$ cat config.mk
export PLATFORM = sky130hd
export DESIGN_NAME = wb_midi_tx
export DESIGN_NICKNAME = d
export VERILOG_FILES = /design/src/rtl/midi_pkg.sv /design/src/rtl/midi_msg_fifo.sv /design/src/rtl/wb_midi_tx.sv
export SDC_FILE = /design/constraint.sdc
export NUM_CORES = 1
export LEC_CHECK = 0
export ABC_AREA = 1
export BUFFER_PORTS_ARGS = -buffer_cell sky130_fd_sc_hd__buf_4
export CORE_ASPECT_RATIO = 1.25
export CORE_MARGIN = 2
export CORE_UTILIZATION = 35
export CTS_BUF_LIST = sky130_fd_sc_hd__clkbuf_4 sky130_fd_sc_hd__clkbuf_8 sky130_fd_sc_hd__clkbuf_16
export CTS_CLUSTER_DIAMETER = 100
export DETAILED_ROUTE_END_ITERATION = 12
export GPL_ROUTABILITY_DRIVEN = 0
export GPL_TIMING_DRIVEN = 1
export HOLD_SLACK_MARGIN = 0.03
export PLACE_DENSITY = 0.49
export SKIP_CTS_REPAIR_TIMING = 1
export SLEW_MARGIN = 10
export SYNTH_ARGS = -nofsm -noshare
export SYNTH_HDL_FRONTEND = slang
export SYNTH_SLANG_ARGS = --single-unit
$ cat constraint.sdc
create_clock -name clk -period 5.42 [get_ports clk]
set_clock_uncertainty 0.1 [all_clocks]
set_input_delay 0.271 -clock clk [delete_from_list [all_inputs] [get_ports clk]]
set_output_delay 0.271 -clock clk [all_outputs]
set_load 0.005 [all_outputs]
$ cat src/rtl/midi_pkg.sv
// -----------------------------------------------------------------------------
// midi_pkg
// Shared definitions for the Wishbone MIDI transmitter: register offsets
// (wb_adr_i[3:2]), STAT/CTRL bit positions, transmitter FSM encoding and the
// MIDI message-length rule.
// Optional feature used by wb_midi_tx: MIDI_RUNNING_STATUS_EN.
// -----------------------------------------------------------------------------
package midi_pkg;

   // Register word offsets
   localparam logic [1:0] REG_DATA = 2'd0;
   localparam logic [1:0] REG_STAT = 2'd1;
   localparam logic [1:0] REG_CTRL = 2'd2;
   localparam logic [1:0] REG_NONE = 2'd3;

   // STAT bit positions
   localparam int STAT_BUSY    = 0;
   localparam int STAT_EMPTY   = 1;
   localparam int STAT_FULL    = 2;
   localparam int STAT_OVF     = 3;
   localparam int STAT_LVL_LSB = 16;

   // CTRL bit positions
   localparam int CTRL_IRQ_EN  = 0;
   localparam int CTRL_THR_LSB = 8;

   typedef enum logic [2:0] {
      ST_IDLE  = 3'd0,
      ST_LOAD  = 3'd1,
      ST_START = 3'd2,
      ST_BITS  = 3'd3,
      ST_STOP  = 3'd4
   } tx_state_e;

   // Number of bytes in a message, selected by its status byte.
   // Values below 0x80 are a single raw byte.
   function automatic logic [1:0] msg_len(input logic [7:0] st);
      logic [1:0] len;
      len = 2'd1;
      if (st[7] == 1'b0) begin
         len = 2'd1;
      end else begin
         case (st[7:4])
            4'h8, 4'h9, 4'hA, 4'hB, 4'hE: len = 2'd3;
            4'hC, 4'hD:                   len = 2'd2;
            4'hF: begin
               case (st[3:0])
                  4'h1, 4'h3: len = 2'd2;
                  4'h2:       len = 2'd3;
                  default:    len = 2'd1;
               endcase
            end
            default: len = 2'd1;
         endcase
      end
      return len;
   endfunction

endpackage

$ cat src/rtl/midi_msg_fifo.sv
// -----------------------------------------------------------------------------
// midi_msg_fifo
// Message FIFO, WIDTH bits wide and DEPTH (power of two) entries deep.
// Wrapping pointers carry one extra MSB so full and empty are distinguishable.
// Ports:
//   clk, reset        clock, asynchronous active-high reset
//   wr_en, wr_data    push (ignored when full)
//   rd_en, rd_data    pop (ignored when empty); rd_data shows the head entry
//   full, empty       occupancy flags
//   level             number of stored entries, 0..DEPTH
// -----------------------------------------------------------------------------
module midi_msg_fifo #(
   parameter int DEPTH = 16,
   parameter int WIDTH = 24
) (
   input  logic                     clk,
   input  logic                     reset,
   input  logic                     wr_en,
   input  logic [WIDTH-1:0]         wr_data,
   input  logic                     rd_en,
   output logic [WIDTH-1:0]         rd_data,
   output logic                     full,
   output logic                     empty,
   output logic [$clog2(DEPTH):0]   level
);

   localparam int AW = $clog2(DEPTH);

   logic [WIDTH-1:0] mem_q [DEPTH];
   logic [AW:0]      wr_ptr_q, wr_ptr_d;
   logic [AW:0]      rd_ptr_q, rd_ptr_d;
   logic             push_s, pop_s;

   assign full    = ((wr_ptr_q ^ rd_ptr_q) == {1'b1, {AW{1'b0}}});
   assign empty   = (wr_ptr_q == rd_ptr_q);
   assign level   = wr_ptr_q - rd_ptr_q;
   assign rd_data = mem_q[rd_ptr_q[AW-1:0]];
   assign push_s  = wr_en & ~full;
   assign pop_s   = rd_en & ~empty;

   // Pointer advance for accepted pushes and pops
   always_comb begin
      wr_ptr_d = wr_ptr_q;
      rd_ptr_d = rd_ptr_q;
      if (push_s) begin
         wr_ptr_d = wr_ptr_q + {{AW{1'b0}}, 1'b1};
      end else begin
         wr_ptr_d = wr_ptr_q;
      end
      if (pop_s) begin
         rd_ptr_d = rd_ptr_q + {{AW{1'b0}}, 1'b1};
      end else begin
         rd_ptr_d = rd_ptr_q;
      end
   end

   // Pointer registers
   always_ff @(posedge clk or posedge reset) begin
      if (reset) begin
         wr_ptr_q <= '0;
         rd_ptr_q <= '0;
      end else begin
         wr_ptr_q <= wr_ptr_d;
         rd_ptr_q <= rd_ptr_d;
      end
   end

   // Storage array; contents need no reset since the pointers gate visibility
   always_ff @(posedge clk) begin
      if (push_s) begin
         mem_q[wr_ptr_q[AW-1:0]] <= wr_data;
      end
   end

endmodule

$ cat src/rtl/wb_midi_tx.sv
// -----------------------------------------------------------------------------
// wb_midi_tx
// Wishbone slave that queues 3-byte MIDI messages and serialises them as
// 8N1 frames on midi_txd at clk_freq/baud cycles per bit.
// Optional feature: define MIDI_RUNNING_STATUS_EN to omit a channel status
// byte (0x80-0xEF) equal to the previously transmitted one.
// Ports:
//   clk, reset                      clock, asynchronous active-high reset
//   wb_adr_i/dat_i/dat_o/sel_i/
//   stb_i/cyc_i/we_i/ack_o          Wishbone slave (DATA, STAT, CTRL)
//   midi_txd                        serial output, idle high
//   status, data1, data2            bytes of the last completed message
//   irq                             level interrupt: irq_en & level<=threshold
// -----------------------------------------------------------------------------
module wb_midi_tx
   import midi_pkg::*;
#(
   parameter int clk_freq   = 100000000,
   parameter int baud       = 31250,
   parameter int fifo_depth = 16
) (
   input  logic        clk,
   input  logic        reset,
   input  logic [31:0] wb_adr_i,
   input  logic [31:0] wb_dat_i,
   output logic [31:0] wb_dat_o,
   input  logic [3:0]  wb_sel_i,
   input  logic        wb_stb_i,
   input  logic        wb_cyc_i,
   input  logic        wb_we_i,
   output logic        wb_ack_o,
   output logic        midi_txd,
   output logic [7:0]  status,
   output logic [7:0]  data1,
   output logic [7:0]  data2,
   output logic        irq
);

   localparam int BIT_CYC = clk_freq / baud;
   localparam int CW      = (BIT_CYC > 1) ? $clog2(BIT_CYC) : 1;
   localparam logic [CW-1:0] BIT_RELOAD = CW'(BIT_CYC - 1);
   localparam int AW      = $clog2(fifo_depth);

   // Wishbone side
   logic        wb_req_s;
   logic        ack_q, ack_d;
   logic [31:0] dat_q, dat_d, rdata_s;
   logic        ovf_q, ovf_d;
   logic        irq_en_q, irq_en_d;
   logic [7:0]  thr_q, thr_d;
   logic        irq_q, irq_d;
   logic        unused_s;

   // FIFO
   logic        fifo_wr_s, fifo_rd_s, fifo_full_s, fifo_empty_s;
   logic [23:0] fifo_rd_data_s;
   logic [AW:0] fifo_level_s;
   logic [8:0]  level9_s;

   // Transmitter
   tx_state_e     state_q, state_d;
   logic [CW-1:0] cnt_q, cnt_d;
   logic [7:0]    sh_q, sh_d;
   logic [2:0]    bitn_q, bitn_d;
   logic [15:0]   pend_q, pend_d;
   logic [1:0]    nrem_q, nrem_d;
   logic [23:0]   msg_q, msg_d;
   logic [23:0]   last_q, last_d;
   logic          txd_q, txd_d;
   logic          bit_end_s, busy_s, omit_s;
   logic [7:0]    st_s, d1_s, d2_s;
   logic [1:0]    len_s;

   assign wb_req_s  = wb_stb_i & wb_cyc_i & ~ack_q;
   assign level9_s  = 9'(fifo_level_s);
   assign busy_s    = (state_q != ST_IDLE);
   assign bit_end_s = (cnt_q == '0);
   assign st_s      = fifo_rd_data_s[23:16];
   assign d1_s      = fifo_rd_data_s[15:8];
   assign d2_s      = fifo_rd_data_s[7:0];
   assign len_s     = msg_len(st_s);
   assign unused_s  = ^{wb_adr_i[31:4], wb_adr_i[1:0], wb_sel_i, wb_dat_i[31:24]};

   midi_msg_fifo #(.DEPTH(fifo_depth), .WIDTH(24)) u_fifo (
      .clk     (clk),
      .reset   (reset),
      .wr_en   (fifo_wr_s),
      .wr_data (wb_dat_i[23:0]),
      .rd_en   (fifo_rd_s),
      .rd_data (fifo_rd_data_s),
      .full    (fifo_full_s),
      .empty   (fifo_empty_s),
      .level   (fifo_level_s)
   );

   // Register read multiplexer
   always_comb begin
      rdata_s = 32'h0;
      case (wb_adr_i[3:2])
         REG_STAT: begin
            rdata_s[STAT_LVL_LSB +: 8] = level9_s[7:0];
            rdata_s[STAT_OVF]          = ovf_q;
            rdata_s[STAT_FULL]         = fifo_full_s;
            rdata_s[STAT_EMPTY]        = fifo_empty_s;
            rdata_s[STAT_BUSY]         = busy_s;
         end
         REG_CTRL: begin
            rdata_s[CTRL_IRQ_EN]        = irq_en_q;
            rdata_s[CTRL_THR_LSB +: 8]  = thr_q;
         end
         default: rdata_s = 32'h0;
      endcase
   end

   // Register writes, single-cycle ack, read data capture and interrupt level
   always_comb begin
      ovf_d     = ovf_q;
      irq_en_d  = irq_en_q;
      thr_d     = thr_q;
      fifo_wr_s = 1'b0;
      ack_d     = wb_req_s;
      dat_d     = wb_req_s ? rdata_s : 32'h0;
      if (wb_req_s && wb_we_i) begin
         case (wb_adr_i[3:2])
            REG_DATA: begin
               // A full FIFO drops the message but remembers it happened
               if (fifo_full_s) begin
                  ovf_d = 1'b1;
               end else begin
                  fifo_wr_s = 1'b1;
               end
            end
            REG_STAT: begin
               if (wb_dat_i[STAT_OVF]) begin
                  ovf_d = 1'b0;
               end else begin
                  ovf_d = ovf_q;
               end
            end
            REG_CTRL: begin
               irq_en_d = wb_dat_i[CTRL_IRQ_EN];
               thr_d    = wb_dat_i[CTRL_THR_LSB +: 8];
            end
            default: ovf_d = ovf_q;
         endcase
      end else begin
         fifo_wr_s = 1'b0;
      end
      irq_d = irq_en_q & (level9_s <= {1'b0, thr_q});
   end

   // Running-status suppression decision for the entry being loaded
`ifdef MIDI_RUNNING_STATUS_EN
   logic [7:0] rs_q, rs_d;

   // Track the last channel status handed to the serialiser
   always_comb begin
      omit_s = (st_s >= 8'h80) && (st_s <= 8'hEF) && (st_s == rs_q);
      rs_d   = rs_q;
      if (state_q == ST_LOAD) begin
         if ((st_s >= 8'h80) && (st_s <= 8'hEF)) begin
            rs_d = st_s;
         end else if ((st_s >= 8'hF0) && (st_s <= 8'hF7)) begin
            rs_d = 8'h00;
         end else begin
            rs_d = rs_q;
         end
      end else begin
         rs_d = rs_q;
      end
   end

   // Running-status register
   always_ff @(posedge clk or posedge reset) begin
      if (reset) begin
         rs_q <= 8'h00;
      end else begin
         rs_q <= rs_d;
      end
   end
`else
   assign omit_s = 1'b0;
`endif

   // Transmitter next-state logic: one frame per byte, bytes of a message back to back
   always_comb begin
      state_d   = state_q;
      cnt_d     = cnt_q;
      sh_d      = sh_q;
      bitn_d    = bitn_q;
      pend_d    = pend_q;
      nrem_d    = nrem_q;
      msg_d     = msg_q;
      last_d    = last_q;
      fifo_rd_s = 1'b0;
      case (state_q)
         ST_IDLE: begin
            if (!fifo_empty_s) begin
               state_d = ST_LOAD;
            end else begin
               state_d = ST_IDLE;
            end
         end
         ST_LOAD: begin
            fifo_rd_s = 1'b1;
            msg_d     = fifo_rd_data_s;
            cnt_d     = BIT_RELOAD;
            state_d   = ST_START;
            // pend holds the bytes still to go, next one in the low byte
            if (omit_s) begin
               sh_d   = d1_s;
               pend_d = {8'h00, d2_s};
               nrem_d = len_s - 2'd2;
            end else begin
               sh_d   = st_s;
               pend_d = {d2_s, d1_s};
               nrem_d = len_s - 2'd1;
            end
         end
         ST_START: begin
            if (bit_end_s) begin
               cnt_d   = BIT_RELOAD;
               bitn_d  = 3'd0;
               state_d = ST_BITS;
            end else begin
               cnt_d = cnt_q - {{(CW-1){1'b0}}, 1'b1};
            end
         end
         ST_BITS: begin
            if (bit_end_s) begin
               cnt_d = BIT_RELOAD;
               if (bitn_q == 3'd7) begin
                  state_d = ST_STOP;
               end else begin
                  sh_d   = {1'b0, sh_q[7:1]};
                  bitn_d = bitn_q + 3'd1;
               end
            end else begin
               cnt_d = cnt_q - {{(CW-1){1'b0}}, 1'b1};
            end
         end
         ST_STOP: begin
            if (bit_end_s) begin
               cnt_d = BIT_RELOAD;
               if (nrem_q != 2'd0) begin
                  sh_d    = pend_q[7:0];
                  pend_d  = {8'h00, pend_q[15:8]};
                  nrem_d  = nrem_q - 2'd1;
                  state_d = ST_START;
               end else begin
                  last_d  = msg_q;
                  state_d = ST_IDLE;
               end
            end else begin
               cnt_d = cnt_q - {{(CW-1){1'b0}}, 1'b1};
            end
         end
         default: state_d = ST_IDLE;
      endcase
      // Line level follows the state being entered so it is registered in step
      case (state_d)
         ST_START: txd_d = 1'b0;
         ST_BITS:  txd_d = sh_d[0];
         default:  txd_d = 1'b1;
      endcase
   end

   // All control and output registers
   always_ff @(posedge clk or posedge reset) begin
      if (reset) begin
         ack_q    <= 1'b0;
         dat_q    <= 32'h0;
         ovf_q    <= 1'b0;
         irq_en_q <= 1'b0;
         thr_q    <= 8'h00;
         irq_q    <= 1'b0;
         state_q  <= ST_IDLE;
         cnt_q    <= '0;
         sh_q     <= 8'h00;
         bitn_q   <= 3'd0;
         pend_q   <= 16'h0000;
         nrem_q   <= 2'd0;
         msg_q    <= 24'h000000;
         last_q   <= 24'h000000;
         txd_q    <= 1'b1;
      end else begin
         ack_q    <= ack_d;
         dat_q    <= dat_d;
         ovf_q    <= ovf_d;
         irq_en_q <= irq_en_d;
         thr_q    <= thr_d;
         irq_q    <= irq_d;
         state_q  <= state_d;
         cnt_q    <= cnt_d;
         sh_q     <= sh_d;
         bitn_q   <= bitn_d;
         pend_q   <= pend_d;
         nrem_q   <= nrem_d;
         msg_q    <= msg_d;
         last_q   <= last_d;
         txd_q    <= txd_d;
      end
   end

   assign wb_ack_o = ack_q;
   assign wb_dat_o = dat_q;
   assign midi_txd = txd_q;
   assign irq      = irq_q;
   assign status   = last_q[23:16];
   assign data1    = last_q[15:8];
   assign data2    = last_q[7:0];

endmodule

=== Word level (Yosys, flattened, before mapping) ===
Memories as Yosys holds them, arrays and structs flattened.
Index checks and enable logic that the tools add are counted.

* Input bits: 73
* Register bits after elaboration: 136
* Output and inout bits: 59
* Memory bits (writable): 384
* Logic and storage cells: 129
* Memories kept: 1

{| class="wikitable"
|+ Memory list
! name !! depth !! bits a word !! read ports !! clocked after Yosys merged registers in !! write ports !! RTL line !! text
|-
| u_fifo.mem_q || 16 || 24 || 1 || 0 || 1 || midi_msg_fifo.sv:29 || <nowiki>logic [WIDTH-1:0] mem_q [DEPTH];</nowiki>
|}

* $lt $le $gt $ge: 1
* Equality and inequality tests: 29
* $add $sub $neg: 7
* Mux-type cells: 42
* Bitwise logic cells: 10
* Reduce and logical (&&, ||, !) cells: 21

{| class="wikitable"
|+ Operators with widths
! cell !! number
|-
| $mux 8 || 5
|-
| $eq 4x4->1 const B || 8
|-
| $mux 16 || 2
|-
| $pmux 16 s2 || 1
|-
| $mux 3 || 8
|-
| $pmux 12 s2 || 1
|-
| $pmux 8 s3 || 1
|-
| $mux 21 || 1
|-
| $pmux 3 s5 || 1
|-
| $ne 2x2->1 const B || 7
|-
| $eq 3x2->1 const B || 4
|-
| $logic_not 12->1 || 1
|-
| $mux 12 || 1
|-
| $sub 12x1->12 const B || 1
|-
| $add 5x1->5 const B || 2
|-
| $reduce_bool 2->1 || 5
|-
| $mux 1 || 9
|-
| $eq 4x2->1 const B || 2
|-
| $le 5x8->1 || 1
|-
| $mux 2 || 4
|-
| $pmux 2 s2 || 2
|-
| $reduce_and 4->1 || 2
|-
| $eq 3x3->1 const B || 2
|-
| $pmux 1 s2 || 3
|-
| 25 further kinds || 36
|}

=== Depth between registers and ports, before layout ===
* Depth in word-level cells: 8
* Depth in mapped cells: 15
* Depth with buffers taken out: 14

=== By module ===
Synthesis repeated with hierarchy kept, for this count alone.

* Cell total of the unflattened synthesis: 2344
* Area, all modules: 22998.3 um2

{| class="wikitable"
|+ By module, submodules not included
! module !! sequential area each (um2) !! instances !! area each (um2) !! cells an instance
|-
| midi_msg_fifo || 11781.3 || 1 || 17539.3 || 1750
|-
| wb_midi_tx || 3054.2 || 1 || 5459.0 || 594
|}

=== Worst setup path after synthesis ===
OpenSTA, ideal clock, no wires.

* Kind: reg-to-reg
* Start: register u_fifo.rd_ptr_q[3]
* End: memory u_fifo.mem_q[15][0], enable pin
* Arrival time: 3085 ps
* Cell stages (with the launch flop): 12
* Period minus slack after synthesis: 3592 ps
* Data required time: 4913 ps
* Slack: 1828 ps
* Path buffers: 2
* Path through: dfrtp_1 -> inv_2 -> clkbuf_1 -> clkbuf_1 -> ha_1 -> nand2_1 -> nor2_1 -> nand2_1 -> nand2_1 -> nor2_2 -> nand2_1 -> nor2_1

* Cells in the longest elaborated chain, start to end: 8
* Elaborated cells between the ends (all ways): 9
* Those cells by class: 1 x eq/ne; 5 x mux; 3 x bitwise

{| class="wikitable"
|+ RTL lines
! what !! RTL line !! text
|-
| start, declared || midi_msg_fifo.sv:31 || <nowiki>logic [AW:0] rd_ptr_q, rd_ptr_d;</nowiki>
|-
| start signal, assigned || midi_msg_fifo.sv:64 || <nowiki>rd_ptr_q <= rd_ptr_d;</nowiki>
|-
| $xor 5x5->5 (*) || midi_msg_fifo.sv:34 || <nowiki>assign full = ((wr_ptr_q ^ rd_ptr_q) == {1'b1, {AW{1'b0}}});</nowiki>
|-
| $eq 5x5->1 (*) || midi_msg_fifo.sv:34 ||
|-
| $mux 1 || wb_midi_tx.sv:127 || <nowiki>if (fifo_full_s) begin</nowiki>
|-
| $mux 1 || wb_midi_tx.sv:124 || <nowiki>case (wb_adr_i[3:2])</nowiki>
|-
| $mux 1 || wb_midi_tx.sv:123 || <nowiki>if (wb_req_s && wb_we_i) begin</nowiki>
|-
| $and 1x1->1 (*) || midi_msg_fifo.sv:38 || <nowiki>assign push_s = wr_en & ~full;</nowiki>
|-
| $mux 1 (*) || midi_msg_fifo.sv:70 || <nowiki>if (push_s) begin</nowiki>
|-
| $mux 1 (implied by the code) (*) || midi_msg_fifo.sv:71 || <nowiki>mem_q[wr_ptr_q[AW-1:0]] <= wr_data;</nowiki>
|-
| end, declared || midi_msg_fifo.sv:29 ||
|}

Mark *: on every way between the ends. The rest lies on a longest branch, timed or not.

=== Final worst setup path ===
* Start: register u_fifo.rd_ptr_q[1]
* End: memory u_fifo.mem_q[9][17], enable pin

Same word-level chain as after synthesis.

==> results by group <==
Hold path
  • Worst Hold Depth: 4
  • HP Class: input pin to flop
  • Worst hold start: wb_adr_i[3]
  • Hold EP: wb_dat_o[0]

Timing
  • Hold Fails Final Rpt: 0
  • Final worst slack: 1.75 ns
  • Setup violations, final: 0
  • Final period util: 67.7%
  • Measured slew at the worst slew-check pin: 1.17 ns
  • Fmax: 272 MHz
  • Setup TNS: 0 ns
  • Slew headroom: 21.9%
  • Max-slew violations: 0
  • Tmin final: 3.67 ns
  • Fin Hold WS: 0.0205 ns
  • RSZ-0062 raised after global routing: false

Job
  • Max Cap Violations: 0

Global routing
  • All-Layer GR Usage: 17.2%
  • Global-route wire length before repair: 81200 um
  • GRT overflow: 0
  • Vias in the first global route: 13300
  • Pin count of the biggest net entering global routing: 194
  • Initial antenna violation count: 0

Cells and area
  • Nets: 2030
  • FF/Latch Area: 0.0148 sq mm
  • N_diodes: 0
  • Final instance area: 0.0246 sq mm
  • Fillers: 5615
  • Area growth from synthesis to layout: 15.9%
  • Area of the multi-input gates: 0.00542 sq mm
  • Share of layout cells above drive strength 1: 11.6%

Worst setup path
  • WS Path Type: flop to flop
  • Worst Reg-to-Reg Cells: 9
  • Dominant cell type by count on the critical path: nand2_1
  • Master of the slowest instance on the critical path: nor2_4
  • Critical path, cell by cell: inv_2 -> ha_1 -> nand2_1 -> nor2_1 -> nand2_1 -> nand2_1 -> nor2_2 -> nand2_1 -> nor2_4
  • Crit path DAT: 3.78 ns
  • Worst setup EP type: flop
  • Critical path launch point type: flop
  • Worst EP required: 5.53 ns
  • Reg2Reg Launch Point: u_fifo.rd_ptr_q[1]
  • Register-to-register setup slack: 1.75 ns
  • Critical Path Fanout Max: 30
  • CP max stage delay: 0.96 ns
  • Reg2reg end: u_fifo.mem_q[9][17]

Synthesis
  • Post-synth top area cell: edfxtp_1
  • Yosys cell types: 49
  • Most common cell in the synthesized netlist: edfxtp_1
  • Cell count after synthesis: 1850
  • Post-synth EDFFs: 384
  • Area contributors post-synth: edfxtp_1, dfrtp_1, nand2_1, nor2_1, o21ai_0
  • Synth cell count leaders: edfxtp_1, nand2_1, nor2_1
  • Post-Synthesis Cell Area: 0.0212 sq mm
  • Async set-or-reset flop fraction in the synthesized netlist: 25.6%
  • Avg Inst Size Synth: 11.5 sq um
  • Sequential share of the synthesized area: 69.9%
  • Post-synth top flop: edfxtp_1
  • Yosys top cell area share: 54.3%
  • #FFs+latches synth: 516
  • Yosys warning count: 0

Floorplanning
  • Core footprint: 0.0598 sq mm
  • Die height: 279 um
  • Io pins: 132
  • Row count: 100
  • Die width: 224 um
  • Die Area: 0.0626 sq mm
  • Initial Util: 35.5%

Clock network
  • CTS tree: yes
  • Worst-path clk slew: 0.06 ns
  • Clk Latency, worst-skew pair: 0.60 ns
  • Clk root buf: clkbuf_16
  • Htree depth: 2
  • CTS max path bufs: 3
  • Clk sink count: 516
  • CTS Buf Count: 53

Placement
  • Pre-CTS setup slack: 1.72 ns
  • Post-DP HPWL: 30600 um
  • Placed inst area: 0.0225 sq mm
  • PortBufs: 74

Run status
  • Outcome: complete, no violations

Route
  • DRT Pass-1 Iters: 7
  • ANT nets after route: 0
  • DR WL/cell: 19.5 um
  • Iter 0 DRT Violations: 1095
  • Vias per cell: 4.95
  • Routed Wire Length: 53500 um
  • DR DRC count: 0
  • Via count: 13600

Pwr
  • Cell Pwr Density: 345 mW/mm^2
  • Net Switching: 1.79 mW
  • Internal cell power: 6.69 mW
  • Pleak: 9.41 nW
  • Clk pwr share: 44.7%
  • Final Power: 8.48 mW
  • Gate power share: 4.2%
  • Register share of total power: 51.1%
  • Maximum VDD drop: 0.237 mV
  • Switching Fraction: 21.1%
## cells in the final DEF (no fill, tap or decap), drive strengths merged
master and count:
a221oi 1, nand4 9, conb 15, o221ai 26, nor3 3, o21bai 4
mux2 4, dfrtp 131, clkbuf 68, or2 2, nor4 2, and2 1
dlygate4sd3 28, clkinv 19, buf 96, mux2i 1, nor3b 1, a41oi 1
o211ai 10, ha 20, xnor2 1, o22ai 43, edfxtp 384, o31ai 1
xor2 11, nand3 94, o311ai 2, o2111ai 3, a21oi 19, o41ai 1
fa 1, a31oi 1, and3 1, inv 144, nor2 281, nand2 309
o21ai 232, bufinv 7, dfstp 1
## through the flow
step / std cells / util (%)
finish: 2743 / 41.1
global route: 2743 / 41.1
CTS: 2715 / 40.6
detailed placement: 2618 / 37.6
global placement: 2618 / 37.6
floorplan: 1864 / -
## per-layer routing
metal  global-route usage, %  up-vias  wire length, um  share of wire, %
met5                       0        -                0                 0
met4                    4.69        0             1160               2.2
met3                    2.66       69             2090               3.9
met2                    30.5      247            27100                51
met1                    21.9     6722            23200                43
li1                        -     6552                -                 -
## layout make-up
| cell class | count | area share [%] |
|---|---|---|
| clock buffer | 68 | 6.04 |
| clock inverter | 29 | 1.31 |
| sequential | 516 | 60.4 |
| inverter | 141 | 2.20 |
| timing repair buffer | 124 | 4.17 |
| tap | 765 | 3.89 |
| multi-input combinational | 1100 | 22.0 |
## state kept, by name, indices dropped and copies added (netlist names), 2 cells and up
name,flops
last_q,24
pend_q,16
u_fifo.mem_q,384
state_q,3
sh_q,8
wb_dat_o,17
msg_q,24
thr_q,8
cnt_q,12
nrem_q,2
u_fifo.rd_ptr_q,5
u_fifo.wr_ptr_q,5
bitn_q,3
## worst max-delay path, delay by kind of cell, from the launching register on
| family | cells | cell delay (ns) |
|---|---|---|
| DFF | 1 | 0.40 |
| adders and majority gates | 1 | 0.36 |
| and+or+nand+nor | 7 | 1.92 |
| buffers and inverters | 1 | 0.48 |
## worst max path at each step
| stage | startpoint | end | slack [ns] |
|---|---|---|---|
| finish | u_fifo.rd_ptr_q[1] | u_fifo.mem_q[9][17] | 1.75 |
| floorplan | reset | bitn_q[0] | 1.52 |
| CTS | u_fifo.rd_ptr_q[1] | u_fifo.mem_q[9][17] | 1.69 |
| global placement | u_fifo.rd_ptr_q[1] | u_fifo.mem_q[8][19] | 1.75 |
| detailed placement | u_fifo.rd_ptr_q[1] | u_fifo.mem_q[10][17] | 1.72 |
| global route | u_fifo.rd_ptr_q[1] | u_fifo.mem_q[9][23] | 1.57 |
## kinds of logic (layout without fill, tap and decap cells)
family                     Yosys count  count (layout)  synth area share, %
adders and majority gates           21              21                 1.27
AOI/OAI and AO/OA                  344             344                 9.15
and+or+nand+nor                    703             703                 13.5
DFF                                516             516                 69.9
xor gates and xnor gates            12              12                0.495
other                                1              15               0.0177
muxes                                5               5                0.259
buffers and inverters              248             362                 5.39
## power groups by stage
| stage | Combinational, mW | Clock, mW | Sequential, mW |
|---|---|---|---|
| CTS | 0.348 | 3.89 | 4.33 |
| global route | 0.405 | 4.04 | 4.33 |
| detailed placement | 0.345 | 0 | 4.41 |
| finish | 0.358 | 3.79 | 4.33 |
| floorplan | 0.199 | 0 | 4.40 |
| global placement | 0.337 | 0 | 4.41 |
Power figures use the tool's default switching activity.
